## src/rtl/cnn_layer_accel_job_dispatcher_if.sv

```systemverilog
// Job-dispatcher bus: host job stream, per-quad job/fetch/complete
// handshakes, the shared fetch port and status.
interface cnn_layer_accel_job_dispatcher_if #(
  parameter int C_NUM_QUADS = 4,
  parameter int C_JOB_WIDTH = 128,
  parameter int C_CNT_WIDTH = 16
);
  localparam int C_QUAD_W = (C_NUM_QUADS > 1) ? $clog2(C_NUM_QUADS) : 1;

  logic                   job_in_valid;
  logic                   job_in_ready;
  logic [C_JOB_WIDTH-1:0] job_in_data;
  logic [C_NUM_QUADS-1:0] quad_enable;
  logic [C_NUM_QUADS-1:0] job_start;
  logic [C_NUM_QUADS-1:0] job_accept;
  logic [C_JOB_WIDTH-1:0] job_parameters;
  logic [C_NUM_QUADS-1:0] job_fetch_request;
  logic [C_NUM_QUADS-1:0] job_fetch_ack;
  logic [C_NUM_QUADS-1:0] job_fetch_complete;
  logic [C_QUAD_W-1:0]    fetch_quad;
  logic                   fetch_busy;
  logic                   fetch_done;
  logic [C_NUM_QUADS-1:0] job_complete;
  logic [C_NUM_QUADS-1:0] job_complete_ack;
  logic [C_NUM_QUADS-1:0] quad_busy;
  logic [C_CNT_WIDTH-1:0] jobs_completed;
  logic                   proto_err;

  // Dispatcher side
  modport master (
    input  job_in_valid, job_in_data, quad_enable, job_accept,
           job_fetch_request, fetch_done, job_complete,
    output job_in_ready, job_start, job_parameters, job_fetch_ack,
           job_fetch_complete, fetch_quad, fetch_busy, job_complete_ack,
           quad_busy, jobs_completed, proto_err
  );

  // Host / quad / memory side
  modport slave (
    output job_in_valid, job_in_data, quad_enable, job_accept,
           job_fetch_request, fetch_done, job_complete,
    input  job_in_ready, job_start, job_parameters, job_fetch_ack,
           job_fetch_complete, fetch_quad, fetch_busy, job_complete_ack,
           quad_busy, jobs_completed, proto_err
  );
endinterface

```

## src/rtl/cnn_layer_accel_job_dispatcher.sv

```systemverilog
// Multi-quad job dispatcher: descriptor FIFO, round-robin dispatch to
// enabled idle quads, one shared fetch port arbitrated round-robin among
// running quads, completion acks with a wrapping completed-job counter,
// and a sticky protocol-error flag.
module cnn_layer_accel_job_dispatcher #(
  parameter int C_NUM_QUADS  = 4,
  parameter int C_JOB_WIDTH  = 128,
  parameter int C_FIFO_DEPTH = 8,
  parameter int C_CNT_WIDTH  = 16
) (
  input logic clk_core,
  input logic rst,
  cnn_layer_accel_job_dispatcher_if.master bus
);
  localparam int Q_W = (C_NUM_QUADS > 1) ? $clog2(C_NUM_QUADS) : 1;
  localparam int P_W = $clog2(C_FIFO_DEPTH);

  typedef enum logic [1:0] {Q_IDLE, Q_START, Q_RUN, Q_FETCH} q_state_t;

  q_state_t               state_q [C_NUM_QUADS];
  logic [C_JOB_WIDTH-1:0] fifo_mem [C_FIFO_DEPTH];
  logic [P_W-1:0]         wr_ptr_q, rd_ptr_q;
  logic [P_W:0]           count_q;
  logic                   ready_q, avail_q;
  logic [Q_W-1:0]         disp_ptr_q, fetch_ptr_q, fetch_quad_q;
  logic                   fetch_busy_q, proto_err_q;
  logic [C_JOB_WIDTH-1:0] job_param_q;
  logic [C_NUM_QUADS-1:0] fetch_ack_q, fetch_cmpl_q, cmpl_ack_q;
  logic [C_CNT_WIDTH-1:0] jobs_cnt_q;

  logic [C_NUM_QUADS-1:0] start_vec, busy_vec, elig, run_req, cmpl_ok;
  logic                   any_start, dispatch, grant, push, pop, err;
  logic [Q_W-1:0]         disp_tgt, fetch_tgt;
  logic [C_CNT_WIDTH-1:0] cnt_add;
  logic [P_W:0]           count_d;

  // First requester at or after 'from', wrapping modulo C_NUM_QUADS.
  function automatic logic [Q_W-1:0] rr_pick(input logic [C_NUM_QUADS-1:0] req,
                                             input logic [Q_W-1:0] from);
    logic [C_NUM_QUADS-1:0] rot;
    logic [Q_W-1:0]         sel;
    logic                   found;
    rot   = C_NUM_QUADS'({req, req} >> from);
    sel   = from;
    found = 1'b0;
    for (int k = 0; k < C_NUM_QUADS; k++) begin
      if (!found && rot[k]) begin
        sel   = Q_W'((int'(from) + k) % C_NUM_QUADS);
        found = 1'b1;
      end
    end
    return sel;
  endfunction

  // Index after 'cur', wrapping at C_NUM_QUADS (need not be a power of 2).
  function automatic logic [Q_W-1:0] rr_next(input logic [Q_W-1:0] cur);
    return (int'(cur) == C_NUM_QUADS - 1) ? '0 : cur + 1'b1;
  endfunction

  // Per-quad qualification, dispatch/grant decisions and error detection.
  always_comb begin
    start_vec = '0;
    busy_vec  = '0;
    elig      = '0;
    run_req   = '0;
    cmpl_ok   = '0;
    cnt_add   = '0;
    err       = 1'b0;
    for (int i = 0; i < C_NUM_QUADS; i++) begin
      start_vec[i] = (state_q[i] == Q_START);
      busy_vec[i]  = (state_q[i] != Q_IDLE);
      elig[i]      = bus.quad_enable[i] && (state_q[i] == Q_IDLE);
      cmpl_ok[i]   = bus.job_complete[i] && (state_q[i] == Q_RUN);
      // A completing quad's fetch request is dropped: completion wins.
      run_req[i]   = bus.job_fetch_request[i] && !bus.job_complete[i] &&
                     (state_q[i] == Q_RUN);
      cnt_add      = cnt_add + C_CNT_WIDTH'(cmpl_ok[i]);
      if (bus.job_complete[i] && (state_q[i] == Q_START || state_q[i] == Q_FETCH))
        err = 1'b1;
      if (bus.job_accept[i] && (state_q[i] != Q_START))
        err = 1'b1;
    end
    if (bus.fetch_done && !fetch_busy_q)
      err = 1'b1;
    any_start = |start_vec;
    // avail_q delays offering a freshly written head by one cycle, so the
    // FIFO read always has a full cycle before it lands in job_parameters.
    dispatch  = (count_q != '0) && avail_q && !any_start && (|elig);
    disp_tgt  = rr_pick(elig, disp_ptr_q);
    grant     = !fetch_busy_q && (|run_req);
    fetch_tgt = rr_pick(run_req, fetch_ptr_q);
    push      = bus.job_in_valid && ready_q;
    pop       = dispatch;
    count_d   = count_q + (P_W+1)'(push) - (P_W+1)'(pop);
  end

  // Descriptor storage; data only, needs no reset.
  always_ff @(posedge clk_core) begin
    if (push) fifo_mem[wr_ptr_q] <= bus.job_in_data;
  end

  // FIFO control, quad FSMs, fetch arbiter, counter and error flag.
  always_ff @(posedge clk_core or negedge rst) begin
    if (!rst) begin
      wr_ptr_q     <= '0;
      rd_ptr_q     <= '0;
      count_q      <= '0;
      ready_q      <= 1'b0;
      avail_q      <= 1'b0;
      disp_ptr_q   <= '0;
      fetch_ptr_q  <= '0;
      fetch_quad_q <= '0;
      fetch_busy_q <= 1'b0;
      proto_err_q  <= 1'b0;
      job_param_q  <= '0;
      fetch_ack_q  <= '0;
      fetch_cmpl_q <= '0;
      cmpl_ack_q   <= '0;
      jobs_cnt_q   <= '0;
      for (int i = 0; i < C_NUM_QUADS; i++) state_q[i] <= Q_IDLE;
    end else begin
      fetch_ack_q  <= '0;
      fetch_cmpl_q <= '0;
      cmpl_ack_q   <= cmpl_ok;
      if (push) wr_ptr_q <= wr_ptr_q + 1'b1;
      if (pop)  rd_ptr_q <= rd_ptr_q + 1'b1;
      count_q    <= count_d;
      ready_q    <= (count_d < (P_W+1)'(C_FIFO_DEPTH));
      avail_q    <= (count_q != '0);
      jobs_cnt_q <= jobs_cnt_q + cnt_add;
      if (err) proto_err_q <= 1'b1;
      if (dispatch) begin
        job_param_q <= fifo_mem[rd_ptr_q];
        disp_ptr_q  <= rr_next(disp_tgt);
      end
      if (fetch_done_ok()) begin
        fetch_busy_q               <= 1'b0;
        fetch_cmpl_q[fetch_quad_q] <= 1'b1;
      end else if (grant) begin
        fetch_busy_q           <= 1'b1;
        fetch_quad_q           <= fetch_tgt;
        fetch_ack_q[fetch_tgt] <= 1'b1;
        fetch_ptr_q            <= rr_next(fetch_tgt);
      end
      for (int i = 0; i < C_NUM_QUADS; i++) begin
        case (state_q[i])
          Q_IDLE:  if (dispatch && disp_tgt == Q_W'(i)) state_q[i] <= Q_START;
          Q_START: if (bus.job_accept[i]) state_q[i] <= Q_RUN;
          Q_RUN: begin
            if (cmpl_ok[i])                            state_q[i] <= Q_IDLE;
            else if (grant && fetch_tgt == Q_W'(i))    state_q[i] <= Q_FETCH;
          end
          Q_FETCH: if (fetch_done_ok() && fetch_quad_q == Q_W'(i)) state_q[i] <= Q_RUN;
          default: state_q[i] <= Q_IDLE;
        endcase
      end
    end
  end

  // A fetch_done only counts while a fetch is actually outstanding.
  function automatic logic fetch_done_ok();
    return bus.fetch_done && fetch_busy_q;
  endfunction

  assign bus.job_in_ready       = ready_q;
  assign bus.job_start          = start_vec;
  assign bus.job_parameters     = job_param_q;
  assign bus.job_fetch_ack      = fetch_ack_q;
  assign bus.job_fetch_complete = fetch_cmpl_q;
  assign bus.fetch_quad         = fetch_quad_q;
  assign bus.fetch_busy         = fetch_busy_q;
  assign bus.job_complete_ack   = cmpl_ack_q;
  assign bus.quad_busy          = busy_vec;
  assign bus.jobs_completed     = jobs_cnt_q;
  assign bus.proto_err          = proto_err_q;
endmodule

```

## src/flat_wrapper.sv

```systemverilog
// flat-port wrapper written by rule: the top's interface ports become plain ports
module cnn_layer_accel_job_dispatcher_flat 
#(
  parameter int C_NUM_QUADS  = 4,
  parameter int C_JOB_WIDTH  = 128,
  parameter int C_FIFO_DEPTH = 8,
  parameter int C_CNT_WIDTH  = 16
)
  (clk_core, rst, bus_job_in_valid, bus_job_in_data, bus_quad_enable, bus_job_accept, bus_job_fetch_request, bus_fetch_done, bus_job_complete, bus_job_in_ready, bus_job_start, bus_job_parameters, bus_job_fetch_ack, bus_job_fetch_complete, bus_fetch_quad, bus_fetch_busy, bus_job_complete_ack, bus_quad_busy, bus_jobs_completed, bus_proto_err);
  cnn_layer_accel_job_dispatcher_if #(.C_NUM_QUADS(C_NUM_QUADS), .C_JOB_WIDTH(C_JOB_WIDTH), .C_CNT_WIDTH(C_CNT_WIDTH)) bus_i ();
  input logic clk_core;
  input logic rst;
  input wire logic [$bits(bus_i.job_in_valid)-1:0] bus_job_in_valid;
  input wire logic [$bits(bus_i.job_in_data)-1:0] bus_job_in_data;
  input wire logic [$bits(bus_i.quad_enable)-1:0] bus_quad_enable;
  input wire logic [$bits(bus_i.job_accept)-1:0] bus_job_accept;
  input wire logic [$bits(bus_i.job_fetch_request)-1:0] bus_job_fetch_request;
  input wire logic [$bits(bus_i.fetch_done)-1:0] bus_fetch_done;
  input wire logic [$bits(bus_i.job_complete)-1:0] bus_job_complete;
  output wire logic [$bits(bus_i.job_in_ready)-1:0] bus_job_in_ready;
  output wire logic [$bits(bus_i.job_start)-1:0] bus_job_start;
  output wire logic [$bits(bus_i.job_parameters)-1:0] bus_job_parameters;
  output wire logic [$bits(bus_i.job_fetch_ack)-1:0] bus_job_fetch_ack;
  output wire logic [$bits(bus_i.job_fetch_complete)-1:0] bus_job_fetch_complete;
  output wire logic [$bits(bus_i.fetch_quad)-1:0] bus_fetch_quad;
  output wire logic [$bits(bus_i.fetch_busy)-1:0] bus_fetch_busy;
  output wire logic [$bits(bus_i.job_complete_ack)-1:0] bus_job_complete_ack;
  output wire logic [$bits(bus_i.quad_busy)-1:0] bus_quad_busy;
  output wire logic [$bits(bus_i.jobs_completed)-1:0] bus_jobs_completed;
  output wire logic [$bits(bus_i.proto_err)-1:0] bus_proto_err;
  assign bus_i.job_in_valid = bus_job_in_valid;
  assign bus_i.job_in_data = bus_job_in_data;
  assign bus_i.quad_enable = bus_quad_enable;
  assign bus_i.job_accept = bus_job_accept;
  assign bus_i.job_fetch_request = bus_job_fetch_request;
  assign bus_i.fetch_done = bus_fetch_done;
  assign bus_i.job_complete = bus_job_complete;
  assign bus_job_in_ready = bus_i.job_in_ready;
  assign bus_job_start = bus_i.job_start;
  assign bus_job_parameters = bus_i.job_parameters;
  assign bus_job_fetch_ack = bus_i.job_fetch_ack;
  assign bus_job_fetch_complete = bus_i.job_fetch_complete;
  assign bus_fetch_quad = bus_i.fetch_quad;
  assign bus_fetch_busy = bus_i.fetch_busy;
  assign bus_job_complete_ack = bus_i.job_complete_ack;
  assign bus_quad_busy = bus_i.quad_busy;
  assign bus_jobs_completed = bus_i.jobs_completed;
  assign bus_proto_err = bus_i.proto_err;
  cnn_layer_accel_job_dispatcher #(.C_NUM_QUADS(C_NUM_QUADS), .C_JOB_WIDTH(C_JOB_WIDTH), .C_FIFO_DEPTH(C_FIFO_DEPTH), .C_CNT_WIDTH(C_CNT_WIDTH)) u_core (.clk_core(clk_core), .rst(rst), .bus(bus_i));
endmodule
```

## config.mk

```make
export PLATFORM = sky130hd
export DESIGN_NAME = cnn_layer_accel_job_dispatcher_flat
export DESIGN_NICKNAME = d
export VERILOG_FILES = /design/src/rtl/cnn_layer_accel_job_dispatcher_if.sv /design/src/rtl/cnn_layer_accel_job_dispatcher.sv /design/src/flat_wrapper.sv
export SDC_FILE = /design/constraint.sdc
export NUM_CORES = 1
export LEC_CHECK = 0
export ABC_AREA = 1
export BUFFER_PORTS_ARGS = -buffer_cell sky130_fd_sc_hd__buf_2
export CELL_PAD_IN_SITES_DETAIL_PLACEMENT = 1
export CELL_PAD_IN_SITES_GLOBAL_PLACEMENT = 2
export CORE_ASPECT_RATIO = 0.5
export CORE_MARGIN = 4
export CORE_UTILIZATION = 27
export DETAILED_ROUTE_END_ITERATION = 6
export PLACE_DENSITY_LB_ADDON = 0.1
export SYNTH_ARGS = -nofsm -noshare
export SYNTH_HDL_FRONTEND = slang
export SYNTH_SLANG_ARGS = --single-unit
```

## constraint.sdc

```tcl
create_clock -name clk_core -period 19.54 [get_ports clk_core]
set_input_delay 1.954 -clock clk_core [delete_from_list [all_inputs] [get_ports clk_core]]
set_output_delay 1.954 -clock clk_core [all_outputs]
set_load 0.1 [all_outputs]
```

Word level (Yosys, flattened, before mapping)

Memories as Yosys holds them, arrays and structs flattened. A register that Yosys moved wholly into a read port is not among the register bits.
Cells that the tools add are included.
Widths: inputs -> output; s select.

Register bits after elaboration: 56
Latch bits: 0
RAM bits: 1024
ROM bits: 0
Output and inout port bits: 169
Memories: 1

Add/sub/neg operators: 16
Multiply operators: 0
Div/mod/pow operators: 0
$lt $le $gt $ge: 5
Equal/unequal tests: 43
Shift operators: 2
Muxes and demuxes: 58
Bitwise operators: 1
Reduce and logical (&&, ||, !) cells: 89

Memory list:

| name            | words | width | read ports | clocked after Yosys merged registers in | wr ports | line                                 | source |
|---|---|---|---|---|---|---|---|
| u_core.fifo_mem | 8     | 128   | 1          | 1                                       | 1        | cnn_layer_accel_job_dispatcher.sv:21 | `logic [C_JOB_WIDTH-1:0] fifo_mem [C_FIFO_DEPTH];` |

Operators by type and width:

| operator            | number |
|---|---|
| $mux 2              | 28 |
| $logic_and 1x1->1   | 51 |
| $add 16x1->16       | 2 |
| $pmux 2 s4          | 4 |
| $eq 2x2->1 const B  | 14 |
| $ne 2x2->1 const B  | 12 |
| $mux 1              | 21 |
| $eq 2x1->1 const B  | 9 |
| $add 16x16->16      | 1 |
| $reduce_and 4->1    | 4 |
| $shr 8x2->4         | 2 |
| $logic_not 2->1     | 7 |
| $logic_not 1->1     | 13 |
| $mux 4              | 3 |
| $ne 3x2->1 const B  | 4 |
| $reduce_or 4->1     | 3 |
| $reduce_bool 2->1   | 5 |
| $add 2x1->2 const B | 4 |
| $add 2x2->2 const B | 4 |
| $ne 2x1->1 const B  | 4 |
| $add 3x1->3 const B | 2 |
| $lt 2x3->1 const B  | 2 |
| $add 4x1->4         | 1 |
| $demux 1 s2         | 2 |
| 8 further kinds     | 12 |

Logic depth before layout (Yosys ltp)

Gate-level depths: netlist of the first run.

Word-level depth: 20
Mapped depth: 21
Depth with buffers taken out: 21

Worst setup path before layout of the first run

OpenSTA, ideal clock, no wires.

Path kind: input to register
Start point: input port bus_job_in_valid
End point: memory u_core.fifo_mem[0][0] (enable)
Arrival: 7709 ps
Data required time: 18923 ps
Setup slack: 11214 ps
Stages: 3
Cell sequence: nand2_1 > or2_2 > nor2_1

Word-level cells in the longest chain between the ends: 3

Ends and longest elaborated chain:

| item                         | line                                 | source |
|---|---|---|
| start, declared              | flat_wrapper.sv:13                   | `input wire logic [$bits(bus_i.job_in_valid)-1:0] bus_job_in_valid;` |
| $logic_and 1x1->1            | cnn_layer_accel_job_dispatcher.sv:92 | `push = bus.job_in_valid && ready_q;` |
| $mux 1                       | cnn_layer_accel_job_dispatcher.sv:99 | `if (push) fifo_mem[wr_ptr_q] <= bus.job_in_data;` |
| $mux 1 (not written as such) | cnn_layer_accel_job_dispatcher.sv:99 |  |
| end, declared                | cnn_layer_accel_job_dispatcher.sv:21 |  |

Every way passes these cells.

Worst setup path in the final report of the first run

Start point: input port bus_quad_enable[1]
End point: register u_core.job_param_q[51] (netlist: u_core.bus.job_parameters[51]), read port of u_core.fifo_mem

Word-level cells in the longest chain between the ends: 3

Ends and longest elaborated chain:

| item              | line                                 | source |
|---|---|---|
| start, declared   | flat_wrapper.sv:15                   | `input wire logic [$bits(bus_i.quad_enable)-1:0] bus_quad_enable;` |
| $logic_and 1x1->1 | cnn_layer_accel_job_dispatcher.sv:72 | `elig[i] = bus.quad_enable[i] && (state_q[i] == Q_IDLE);` |
| $reduce_or 4->1   | cnn_layer_accel_job_dispatcher.sv:88 | `dispatch = (count_q != '0) && avail_q && !any_start && (\|elig);` |
| $logic_and 1x1->1 | cnn_layer_accel_job_dispatcher.sv:88 |  |
| end, declared     | cnn_layer_accel_job_dispatcher.sv:27 | `logic [C_JOB_WIDTH-1:0] job_param_q;` |

Every way passes these cells.
A chain may end at the register's enable or synchronous reset.

==> results of run 1 <==
## report_power, final
group          total [mW]  internal (mW)  switching (mW)
combinational        3.86          0.780            3.08
clock                2.32           1.29            1.03
sequential           3.46           3.22           0.248
total                9.64           5.29            4.35
## worst max-delay path: stages
cell      delay, ns
buf_2          0.08
inv_1          0.03
nor2_1         0.20
inv_2          0.05
nand4_1        0.09
nand2_2        0.12
clkinv_8       0.40
buf_4          0.70
buf_4          0.76
nor2_1         0.10
a31oi_1        0.17
## state kept, by name (all words and copies together), names as in the netlist
signal	cells
u_core.fifo_mem	1024
u_core.bus.job_parameters	128
u_core.bus.jobs_completed	16
u_core.state_q	8
u_core.bus.job_complete_ack	4
u_core.bus.job_fetch_ack	4
u_core.bus.job_fetch_complete	4
u_core.count_q	4
u_core.rd_ptr_q	3
u_core.wr_ptr_q	3
u_core.bus.fetch_quad	2
u_core.disp_ptr_q	2
u_core.fetch_ptr_q	2
u_core.avail_q	1
u_core.bus.fetch_busy	1
u_core.bus.job_in_ready	1
u_core.bus.proto_err	1
## metrics by stage
stage / cell area [um^2] / utilization, %
floorplan: 46680 / -
global placement: 50570 / 29.56
detailed placement: 50570 / 29.56
CTS: 54430 / 31.82
global route: 54440 / 31.82
finish: 54460 / 31.83
## cell families (layout without fill, tap and decap cells)
kind of cell,Yosys count,count (layout),share of synthesized area (%)
AO/OA/AOI/OAI,931,931,11.05
XOR/XNOR,19,19,0.3565
adder cells (fa/ha/maj),23,23,0.6647
buffers and inverters,304,664,3.002
flip-flops,1208,1208,75.73
other,0,9,0
AND/OR/NAND/NOR,1117,1117,9.199
## cell type report
type / instances / area, um^2 / area share [%]
clock buffers: 164 / 3311 / 6.079
diodes: 9 / 22.52 / 0.04136
well taps: 2289 / 2864 / 5.259
repair buffers: 363 / 2032 / 3.731
flip-flops and latches: 1208 / 35370 / 64.94
multi-input cells: 2090 / 9987 / 18.34
inverters: 76 / 324.1 / 0.5951
clock inverters: 61 / 551.8 / 1.013
## cell usage after synthesis (14+ instances only)
master / n
buf_2: 79
nand3_1: 33
clkbuf_1: 117
ha_1: 20
edfxtp_1: 1024
o21ai_0: 526
o22ai_1: 256
xor2_1: 14
inv_1: 61
nand2_1: 376
nor2_1: 687
dfrtp_1: 184
a31oi_1: 128
## per-layer routing
layer | vias to the layer above | GRT usage, % | routed length [um]
met3 | 192 | 2.431 | 4742
met5 | - | 0 | 22
met1 | 15619 | 22.27 | 69600
li1 | 13623 | - | -
met4 | 4 | 3.045 | 2743
met2 | 426 | 27.35 | 70800
## path summary, 6_finish.rpt
check                                                  to  slack (ns)
hold / removal              u_core.bus.jobs_completed[10]        0.48
setup / recovery            u_core.bus.job_parameters[51]       15.26
max in group asynchronous              u_core.rd_ptr_q[0]       16.48
hold reg to reg             u_core.bus.jobs_completed[10]        0.48
setup reg to reg           u_core.bus.job_parameters[113]       15.54
min in group asynchronous  u_core.bus.job_parameters[103]        1.11
==> run summary, run 1 <==
Synth area leader -> edfxtp_1
Remaining global-route overflow -> 0
Worst-Skew Late Latency -> 0.72 ns
Main synth FF type -> edfxtp_1
Synth Net Count -> 3773
Initial Util -> 27.28%
Total GRT Usage -> 16.17%
Vias in the first global route -> 31195
Site row count -> 107
VDD IR-drop max -> 137.8 uV
Detailed Routing Iterations Pass 1 -> 5
Initial antenna violation count -> 34
Post-synth EDFFs -> 1024
Final Max Tran Viols -> 0
Placed cells -> 6026
Die Ht -> 302.0 um
Hold WC Path Type -> reg -> reg
Synth warn -> 0
CP endpoint kind -> register
Num CTS Buffers -> 119
Hold Buf Count CTS -> 0
Post-synth cell types -> 35
Setup WS post-layout -> 15.26 ns
Reg clk slew, reported paths -> 0.06 ns
Mapped Cells -> 3602
Wire length per cell -> 23.63 um
Deepest clock path buffer count -> 3
Max Cap Viol -> 0
Final antenna-violating net count -> 0
Top cell type's share of synthesized area -> 65.87%
H-tree Lvls -> 3
Flops & latches, synth -> 1208
I/O Pins -> 317
WL final -> 147900 um
Pin count of the biggest net entering global routing -> 165
Setup WS pre-CTS -> 14.45 ns
DRC errors left -> 0
Max Fclk -> 0.2335 GHz
Slew headroom -> 27.65%
Clock root buffer -> clkbuf_16
CP arrival -> 4.90 ns
Commonest non-fill, non-tap cells in the layout -> edfxtp_1, nor2_1, o21ai_0
Initial drt markers -> 1703
Pwr/cell area -> 177.0 nW/um^2
Most common cell after layout, fill and taps aside -> edfxtp_1
Synth-to-Final Area Change -> 16.65%
Sum Neg Setup Slack -> 0 ns
Status -> finished clean
CORE AREA -> 171100 um^2
CTS tree -> yes
Mapped cell area -> 46680 um^2
Non-Filler Instances -> 6260
Worst Hold Depth -> 1
Crit path time final -> 4.282 ns
Crit path launch -> bus_quad_enable[1]
HPWL after detailed placement -> 75820 um
Power consumption -> 9.639 mW
Crit share post-route -> 21.92%
CP max FO -> 113
CP Data Required Time -> 20.16 ns
Final setup violation count -> 0
Die footprint -> 180000 um^2
Ys async rst share -> 15.23%
RR Startpoint -> u_core.rd_ptr_q[1]
Vias per Instance -> 4.771
Clock sink count -> 1208
NumNets Final -> 4029
Crit path kind -> in -> reg
Leak Pwr -> 18.70 nW
Die width -> 596.0 um
Post-cts resize count -> 0
# fillers -> 18284
Syn avg cell area -> 12.96 um^2
Final GP Congestion -> 0.7029
Fraction of layout cells with a size suffix above 1 -> 14.46%
R2R cell count -> 7
WHS -> 0.4849 ns
RSZ-0062 raised after global routing -> false
Worst-Margin Slew -> 1.085 ns
HP Start -> u_core.bus.jobs_completed[10]
IO Port Bufs -> 316
Global-route wire length before repair -> 217300 um
Max Clock Skew -> 0.03893 ns
# Post-CTS Setup Buffers -> 0
Routed vias -> 29864
Crit path launch type -> primary input
Cells taking the most area after synthesis -> edfxtp_1, dfrtp_1, o21ai_0, nor2_1, o22ai_1
Final Hold Viols -> 0
Post-synthesis sequential area ratio -> 75.73%
Note: power is estimated with default switching activity, not from simulation.
==> inputs of run 2 (changes only) <==
Clock period 19.54 ns to 3.8 ns, I/O delays scaled along.
==> run summary, run 2 (synthesized netlist as in run 1, its figures left out) <==
Final antenna-violating net count -> 0
Max reg flops -> 1024
H-tree Lvls -> 3
Final GP Congestion -> 0.6944
Die footprint -> 180000 um^2
Reg clk slew, reported paths -> 0.07 ns
Worst-Skew Late Latency -> 0.71 ns
Vias per Instance -> 4.709
Max Cap Viol -> 0
Worst-Margin Slew -> 1.216 ns
Routed vias -> 30249
IO Port Bufs -> 316
Vias in the first global route -> 31929
Site row count -> 107
RR Startpoint -> u_core.state_q[4]
Hold WC Path Type -> in -> reg
Wire length per cell -> 22.79 um
Die Ht -> 302.0 um
CP peak stage delay -> 0.50 ns
Final Max Tran Viols -> 0
Worst path top cell family by delay -> adder cells
Initial drt markers -> 1613
Crit path time final -> 3.493 ns
Final setup violation count -> 0
Worst path buffer plus inverter count -> 2
Most common cell after layout, fill and taps aside -> edfxtp_1
WHS -> 0.08344 ns
Die width -> 596.0 um
CORE AREA -> 171100 um^2
NumNets Final -> 4198
VDD IR-drop max -> 935.9 uV
Clock sink count -> 1208
Most frequent CP cell -> nor2_1
Pwr/cell area -> 884.7 nW/um^2
Remaining global-route overflow -> 0
CP arrival -> 4.13 ns
Clock root buffer -> clkbuf_16
Max Fclk -> 0.2863 GHz
Crit share post-route -> 91.92%
Crit path launch type -> register
Pin count of the biggest net entering global routing -> 199
Fraction of layout cells with a size suffix above 1 -> 14.98%
Detailed Routing Iterations Pass 1 -> 4
Commonest non-fill, non-tap cells in the layout -> edfxtp_1, nor2_1, o21ai_0
Area post-placement -> 51340 um^2
Max Clock Skew -> 0.02810 ns
CP Data Required Time -> 4.43 ns
Initial antenna violation count -> 3
HP Start -> bus_job_accept[2]
Crit path launch -> u_core.state_q[4]
Crit path cell chain -> nor2_2, inv_1, nor2_1, ha_1, fa_1, ha_1, inv_1, fa_1, nor2_1, o21ai_1, nor3_2, nand3_1, nor2_1, nand2_1, nor2_1, xor2_1
Slowest stage cell, crit path -> fa_1
Total GRT Usage -> 15.96%
Slew headroom -> 18.93%
CP max FO -> 4
Global-route wire length before repair -> 216500 um
Final instance area -> 56680 um^2
Status -> finished clean
I/O Pins -> 317
Final Hold Viols -> 0
Synth-to-Final Area Change -> 21.43%
Leak Pwr -> 19.64 nW
Biggest register -> u_core.fifo_mem
Num CTS Buffers -> 118
WL final -> 146400 um
Deepest clock path buffer count -> 3
CTS tree -> yes
CP endpoint kind -> register
HPWL after detailed placement -> 79040 um
Crit path kind -> reg -> reg
Initial Util -> 27.28%
# fillers -> 18269
DRC errors left -> 0
-- run 2: cell types whose count changed in the layout (fill, tap and decap cells not counted), moves of 2 or more --
cell           change
dlygate4sd3_1    +139
buf_12            +43
clkinv_1          -13
buf_4             -12
diode_2            -7
clkbuf_8           +6
clkinv_2           +4
clkbuf_16          -3
bufinv_16          +2
clkinv_4           +2
inv_6              +2
nor2_1             -2
nor2_2             +2
-- run 2: tightest hold or removal path, stage by stage --
cell and delay, ns:
buf_2 0.12, nand2_1 0.06, nand3_1 0.10, o21ai_0 0.09
-- run 2: routing by layer --
layer | vias to the layer above | global-route usage (%) | wire, um
li1 | 13965 | - | -
met1 | 15791 | 21.98 | 69630
met2 | 351 | 27.26 | 70660
met3 | 142 | 2.176 | 3918
met4 | 0 | 2.791 | 2157
met5 | - | 0 | 0
-- run 2: worst paths after layout --
check,to,slack [ns],depth (start not counted)
worst max-delay path,u_core.bus.jobs_completed[12],0.31,16
worst min-delay path,u_core.state_q[2],0.08,4
worst max register to register,u_core.bus.jobs_completed[12],0.31,16
worst min register to register,u_core.bus.jobs_completed[10],0.51,1
max in group asynchronous,u_core.bus.job_parameters[7],2.53,3
min in group asynchronous,u_core.bus.jobs_completed[13],0.18,2
-- run 2: area by class of cell --
class,instances,area [um^2],share of cell area [%]
well taps,2289,2864,5.053
multi-input cells,2090,9992,17.63
clock inverters,58,619.3,1.093
flip-flops and latches,1208,35370,62.39
inverters,76,326.6,0.5761
diodes,2,5.005,0.008829
clock buffers,167,3318,5.854
repair buffers,533,4194,7.399
-- run 2: timing repair --
item	4_1_cts	5_1_grt
gates resized for setup	0	2
buffers inserted	0	1
endpoints found under the hold margin	1083	0
hold buffers	139	0
endpoints found under the setup margin	0	2
-- run 2: power breakdown --
part,switching (mW),total (mW),internal (mW)
registers,0.902,17.4,16.5
clock network,5.30,12.1,6.79
logic,16.2,20.6,4.47
-- run 2: through the flow --
| step | power [mW] | util [%] | TNS (ns) | setup slack [ns] | cells |
|---|---|---|---|---|---|
| 6_report | 50.15 | 33.13 | 0 | 0.3070 | 6423 |
| 3_5_place_dp | 38.78 | 30.01 | 0 | 0.1631 | 6056 |
| 5_1_grt | 53.36 | 33.13 | -0.007919 | -0.007919 | 6421 |
| 2_1_floorplan | 32.55 | - | -1097.58 | -1.433 | 3602 |
| 3_3_place_gp | 38.58 | 30.01 | 0 | 0.1645 | 6056 |
| 4_1_cts | 51.24 | 33.12 | 0 | 0.1491 | 6420 |
